==> src/rtl/aes_pkg.sv <==
// Shared definitions for the AES MixColumns datapath: widths, FSM state type and GF(2^8) helpers.
// Latency: n/a (package, combinational helper functions only).
// Backpressure: n/a.
package aes_pkg;

  localparam int AES_STATE_W = 128;
  localparam int AES_COL_W   = 32;

  typedef enum logic [1:0] {
    ST_IDLE = 2'd0,
    ST_BUSY = 2'd1,
    ST_DONE = 2'd2
  } aes_state_e;

  // Multiply by x modulo x^8+x^4+x^3+x+1.
  function automatic logic [7:0] xtime(input logic [7:0] a);
    return {a[6:0], 1'b0} ^ (8'h1b & {8{a[7]}});
  endfunction

  function automatic logic [7:0] gf_mul2(input logic [7:0] a);
    return xtime(a);
  endfunction

  function automatic logic [7:0] gf_mul3(input logic [7:0] a);
    return xtime(a) ^ a;
  endfunction

  // Inverse coefficients are built from the x2/x4/x8 chain only, no generic multiplier.
  function automatic logic [7:0] gf_mul9(input logic [7:0] a);
    logic [7:0] x2, x4, x8;
    x2 = xtime(a);
    x4 = xtime(x2);
    x8 = xtime(x4);
    return x8 ^ a;
  endfunction

  function automatic logic [7:0] gf_mulb(input logic [7:0] a);
    logic [7:0] x2, x4, x8;
    x2 = xtime(a);
    x4 = xtime(x2);
    x8 = xtime(x4);
    return x8 ^ x2 ^ a;
  endfunction

  function automatic logic [7:0] gf_muld(input logic [7:0] a);
    logic [7:0] x2, x4, x8;
    x2 = xtime(a);
    x4 = xtime(x2);
    x8 = xtime(x4);
    return x8 ^ x4 ^ a;
  endfunction

  function automatic logic [7:0] gf_mule(input logic [7:0] a);
    logic [7:0] x2, x4, x8;
    x2 = xtime(a);
    x4 = xtime(x2);
    x8 = xtime(x4);
    return x8 ^ x4 ^ x2;
  endfunction

endpackage

==> src/rtl/aes_mixcol_col.sv <==
// One AES column through MixColumns (02,03,01,01) or InvMixColumns (0e,0b,0d,09).
// Latency: combinational, no registers.
// Backpressure: none, pure function of its inputs.
// Ports: col_in  - column, byte 0 in bits [31:24]
//        inv     - 1 selects the inverse transform
//        col_out - transformed column, same byte order
module aes_mixcol_col
  import aes_pkg::*;
(
  input  logic [AES_COL_W-1:0] col_in,
  input  logic                 inv,
  output logic [AES_COL_W-1:0] col_out
);

  logic [7:0] w_s [4];

  for (genvar b = 0; b < 4; b++) begin : g_split
    assign w_s[b] = col_in[AES_COL_W-1-8*b -: 8];
  end

  // Output row r sees the coefficient vector rotated by r across s0..s3.
  for (genvar r = 0; r < 4; r++) begin : g_row
    logic [7:0] w_fwd;
    logic [7:0] w_inv;
    assign w_fwd = gf_mul2(w_s[r]) ^ gf_mul3(w_s[(r+1)%4]) ^
                   w_s[(r+2)%4] ^ w_s[(r+3)%4];
    assign w_inv = gf_mule(w_s[r]) ^ gf_mulb(w_s[(r+1)%4]) ^
                   gf_muld(w_s[(r+2)%4]) ^ gf_mul9(w_s[(r+3)%4]);
    assign col_out[AES_COL_W-1-8*r -: 8] = inv ? w_inv : w_fwd;
  end

endmodule

==> src/rtl/aes_mixcol_seq.sv <==
// Sequenced MixColumns / InvMixColumns / bypass over a 128-bit AES state, NCOL columns per cycle.
// Latency: accept edge T -> out_valid after edge T+4/NCOL; block period is 4/NCOL+2 with out_ready held high.
// Backpressure: result held in DONE until out_ready; in_ready only in IDLE, so one block in flight.
// Ports: clk, rst (async active-high); in_valid/in_ready/in_data/in_inv/in_bypass input handshake;
//        out_valid/out_ready/out_data output handshake; busy = not IDLE.
//        Byte 0 of the state is in_data[127:120]; column c is bytes 4c..4c+3.
module aes_mixcol_seq
  import aes_pkg::*;
#(
  parameter int NCOL   = 1,
  parameter bit INV_EN = 1'b1
) (
  input  logic                   clk,
  input  logic                   rst,
  input  logic                   in_valid,
  output logic                   in_ready,
  input  logic [AES_STATE_W-1:0] in_data,
  input  logic                   in_inv,
  input  logic                   in_bypass,
  output logic                   out_valid,
  input  logic                   out_ready,
  output logic [AES_STATE_W-1:0] out_data,
  output logic                   busy
);

  if (!(NCOL == 1 || NCOL == 2 || NCOL == 4)) begin : g_bad_ncol
    $error("aes_mixcol_seq: NCOL must be 1, 2 or 4");
  end

  localparam int NSTEPS = 4 / NCOL;

  aes_state_e             r_state;
  logic [1:0]             r_cnt;
  logic                   r_inv;
  logic                   r_bypass;
  logic [AES_STATE_W-1:0] r_in;
  logic [AES_COL_W-1:0]   r_res [4];

  logic [AES_COL_W-1:0]   w_cols    [4];
  logic [1:0]             w_idx     [NCOL];
  logic [AES_COL_W-1:0]   w_col_in  [NCOL];
  logic [AES_COL_W-1:0]   w_col_mix [NCOL];
  logic [AES_COL_W-1:0]   w_col_res [NCOL];

  for (genvar c = 0; c < 4; c++) begin : g_cols
    assign w_cols[c] = r_in[AES_STATE_W-1-AES_COL_W*c -: AES_COL_W];
  end

  // Lane j handles column cnt*NCOL+j; with NCOL=4 the counter stays at 0.
  for (genvar j = 0; j < NCOL; j++) begin : g_lane
    assign w_idx[j]    = 2'(int'(r_cnt) * NCOL + j);
    assign w_col_in[j] = w_cols[w_idx[j]];

    aes_mixcol_col u_col (
      .col_in  (w_col_in[j]),
      .inv     (r_inv),
      .col_out (w_col_mix[j])
    );

    assign w_col_res[j] = r_bypass ? w_col_in[j] : w_col_mix[j];
  end

  always_ff @(posedge clk or posedge rst) begin
    if (rst) begin
      r_state  <= ST_IDLE;
      r_cnt    <= '0;
      r_inv    <= 1'b0;
      r_bypass <= 1'b0;
      r_in     <= '0;
      for (int c = 0; c < 4; c++) r_res[c] <= '0;
    end else begin
      case (r_state)
        ST_IDLE: begin
          if (in_valid) begin
            r_in     <= in_data;
            r_inv    <= in_inv & INV_EN;
            r_bypass <= in_bypass;
            r_cnt    <= '0;
            r_state  <= ST_BUSY;
          end
        end
        ST_BUSY: begin
          for (int j = 0; j < NCOL; j++) r_res[w_idx[j]] <= w_col_res[j];
          if (r_cnt == 2'(NSTEPS - 1)) begin
            r_cnt   <= '0;
            r_state <= ST_DONE;
          end else begin
            r_cnt <= r_cnt + 2'd1;
          end
        end
        ST_DONE: begin
          if (out_ready) r_state <= ST_IDLE;
        end
        default: r_state <= ST_IDLE;
      endcase
    end
  end

  assign in_ready  = (r_state == ST_IDLE);
  assign out_valid = (r_state == ST_DONE);
  assign busy      = (r_state != ST_IDLE);
  assign out_data  = {r_res[0], r_res[1], r_res[2], r_res[3]};

endmodule

==> config.mk <==
export PLATFORM = sky130hd
export DESIGN_NAME = aes_mixcol_seq
export DESIGN_NICKNAME = d
export VERILOG_FILES = /design/src/rtl/aes_pkg.sv /design/src/rtl/aes_mixcol_col.sv /design/src/rtl/aes_mixcol_seq.sv
export SDC_FILE = /design/constraint.sdc
export NUM_CORES = 1
export LEC_CHECK = 0
export BUFFER_PORTS_ARGS = -buffer_cell sky130_fd_sc_hd__buf_4
export CORE_MARGIN = 2
export CORE_UTILIZATION = 45
export CTS_CLUSTER_DIAMETER = 60
export DETAILED_ROUTE_END_ITERATION = 10
export PLACE_DENSITY = 0.71
export SYNTH_ARGS = -nofsm -noshare
export SYNTH_HDL_FRONTEND = slang
export SYNTH_SLANG_ARGS = --single-unit
==> constraint.sdc <==
create_clock -name clk -period 8.5 [get_ports clk]
set_clock_uncertainty 0.2 [all_clocks]
set_input_delay 0.425 -clock clk [delete_from_list [all_inputs] [get_ports clk]]
set_output_delay 0.425 -clock clk [all_outputs]
set_load 0.02 [all_outputs]
==> metrics.csv <==
stage;metric;value;unit
status;outcome;finished clean;
yosys;yosysUniqueCellTypes;49;
yosys;synth_compound_area_frac;0.0689;
die;coreArea;30600;sq um
worst_setup_path;cp_max_fo;37;
die;rows;64;
finish;multi_input_area;6980;sq um
cts;htreeDepth;1;
yosys;synthMuxAreaShare;0.181;
placement;dp_cells;1729;
worst_setup_path;cp-start-kind;register;
global_routing;grt_pass1_vias;10682;
routing;ant_nets;0;
routing;wl;39700;um
worst_setup_path;r2r_start;r_cnt[0];
hold_path;hp-start;out_data[21];
global_routing;grt_usage;0.243;
global_routing;grt_antenna_before_repair;1;
finish;area.sequential;6560;sq um
global_routing;grt_pass1_wl;62000;um
yosys;synth_top_family_by_area;multiplexers;
cts;cts_hold_buf;133;
cts;ctsLongestPathBuffers;3;
yosys;synth_nets;1281;
yosys;ys_seq_area_frac;0.470;
timing;final.period_utilization;0.500;
routing;vias;10138;
timing;setup_viol;0;
yosys;yosys-top-cells-area;dfrtp_1 47%, mux2_2 10%, xnor2_1 6.8%, xnor3_1 6.0%, mux4_2 5.2%;
yosys;syn-instance-count;1143;
timing;finalSetupTns;0;ns
yosys;synth_largest_area_cell;dfrtp_1;
yosys;ys_warn_count;0;
timing;max_freq;0.235;GHz
timing;period_needed;4.25;ns
cts;post_cts.repair.setup_buffers;0;
timing;hold_viol_final;0;
worst_setup_path;critPathKind;register to register;
yosys;synth_top_area_frac;0.470;
cts;path_clk_slew;0.06;ns
yosys;synth_fa_ha_area_frac;0.00359;
worst_setup_path;end_kind;register;
worst_setup_path;r2r_slack;4.25;ns
placement;hpwl;26900;um
cts;cts_resized;0;
timing;slew_violations;0;
finish;mostFrequentLayoutCells;272 x buf_4, 260 x dfrtp_1, 156 x nand2_1, 133 x dlygate4sd3_1, 130 x mux2_2;
yosys;synth_xor_area_frac;0.179;
routing;firstDrtPassIters;5;
finish;syn2layout_area_growth;32.4;%
routing;drc;0;
yosys;syn_area_per_cell;12.2;sq um
finish;instances_no_fill;1919;
routing;drt-initial-drc-count;702;
timing;slew_headroom;0.246;
worst_setup_path;startpoint;r_cnt[0];
timing;rsz0062_at_grt;false;
finish;drive_gt1_frac;0.338;
routing;avgViaCountPerCell;5.28;
finish;fillCellCount;2387;
yosys;yosys.area_share.simple;0.0658;
timing;worst_pin_slew;1.13;ns
hold_path;hp-class;register to register;
placement;port_buffers;264;
finish;final_common_cell;buf_4;
cts;cts_root_buf;clkbuf_16;
die;dieArea;32400;sq um
finish;final_nets;1637;
yosys;ys_ff_latch;262;
cts;cts_buffers;31;
job;maxCapViolCount;0;
global_routing;grt_max_degree;102;
cts;cts.sinks;262;
global_routing;grt_remaining_overflow;0;
yosys;syn-cell-area;14000;sq um
die;ioPinCount;265;
worst_setup_path;arrival;4.43;ns
die;die_h;180;um
cts;cts_tree;yes;
placement;globalplace.congestion;0.911;
die;initial_core_util;0.456;
routing;routedWlPerCell;20.7;um
die;die_w;180;um
worst_setup_path;cp.required;8.68;ns
cts;clock_latency;0.55;ns
Yosys cell counts (all sizes together):
cell / n
xor3: 7
o22ai: 6
nand3: 2
mux4: 32
xor2: 37
o21bai: 1
buf: 33
nor3b: 1
a21oi: 4
and2: 5
a222oi: 1
or2: 4
a31oi: 6
ha: 4
o21a: 2
and4: 1
xnor3: 37
a22oi: 16
mux2: 130
a22o: 2
or3: 1
a21o: 2
o31ai: 15
clkinv: 1
o221ai: 4
mux2i: 32
nor3: 1
o2bb2ai: 1
nor2: 43
clkbuf: 49
o21ai: 102
inv: 9
nand2b: 6
nand2: 160
nor2b: 1
xnor2: 120
dfrtp: 262
and3: 3
state kept, by name (all words and copies together) (netlist names):
name      cells
r_in        128
r_bypass      1
r_inv         1
r_cnt         2
r_state       2
out_data    128
critical path, stage by stage (launching register included):
cell and delay [ns]:
dfrtp_2 0.34, buf_4 0.59, mux4_2 0.79, xnor3_1 0.47
xor2_1 0.43, xnor3_1 0.48, mux2_2 0.26, mux2i_1 0.38
o21ai_0 0.15
area by class of cell:
type                            count  share of cell area
Sequential cell                   262               0.355
Inverter                           10             0.00244
Multi-Input combinational cell    789               0.377
Tap cell                          396              0.0268
Clock inverter                     15             0.00968
Timing Repair Buffer              405               0.183
Clock buffer                       41              0.0462
Antenna cell                        1            0.000135
metal layers:
metal | vias to the layer above | global-route usage | wire (um)
li1 | 4652 | - | -
met1 | 5040 | 0.327 | 16900
met2 | 376 | 0.406 | 19000
met3 | 70 | 0.0483 | 2680
met4 | 0 | 0.0652 | 1040
met5 | - | 0 | 0
metrics by stage:
stage,instance area (sq um),utilization,setup WS [ns],hold WS [ns]
after CTS,18500,0.604,4.22,0.283
after detailed placement,16100,0.527,4.23,0.269
final,18500,0.604,4.25,0.276
after global routing,18500,0.604,4.08,0.301
after floorplan,14000,-,0.663,0.255
after global placement,16100,0.527,4.29,0.262
cell families (layout without fill, tap and decap cells):
logic type	Yosys count	in the layout
adder cells (fa/ha/maj)	4	4
XOR/XNOR	201	201
buffers and inverters	92	471
AND/OR/NAND/NOR	228	228
AO/OA/AOI/OAI	162	162
multiplexers	194	194
flip-flops	262	262
other	0	1
path summary, 6_finish.rpt:
path,end,cells past startpoint
setup / recovery,out_data[54],8
hold / removal,out_data[21],2
setup reg to reg,out_data[54],8
hold reg to reg,out_data[21],2
max in group asynchronous,r_in[22],4
min in group asynchronous,r_state[1],3
Power is not shown: default switching activity piles up to over one toggle a cycle in this logic, so the estimate is an artifact.
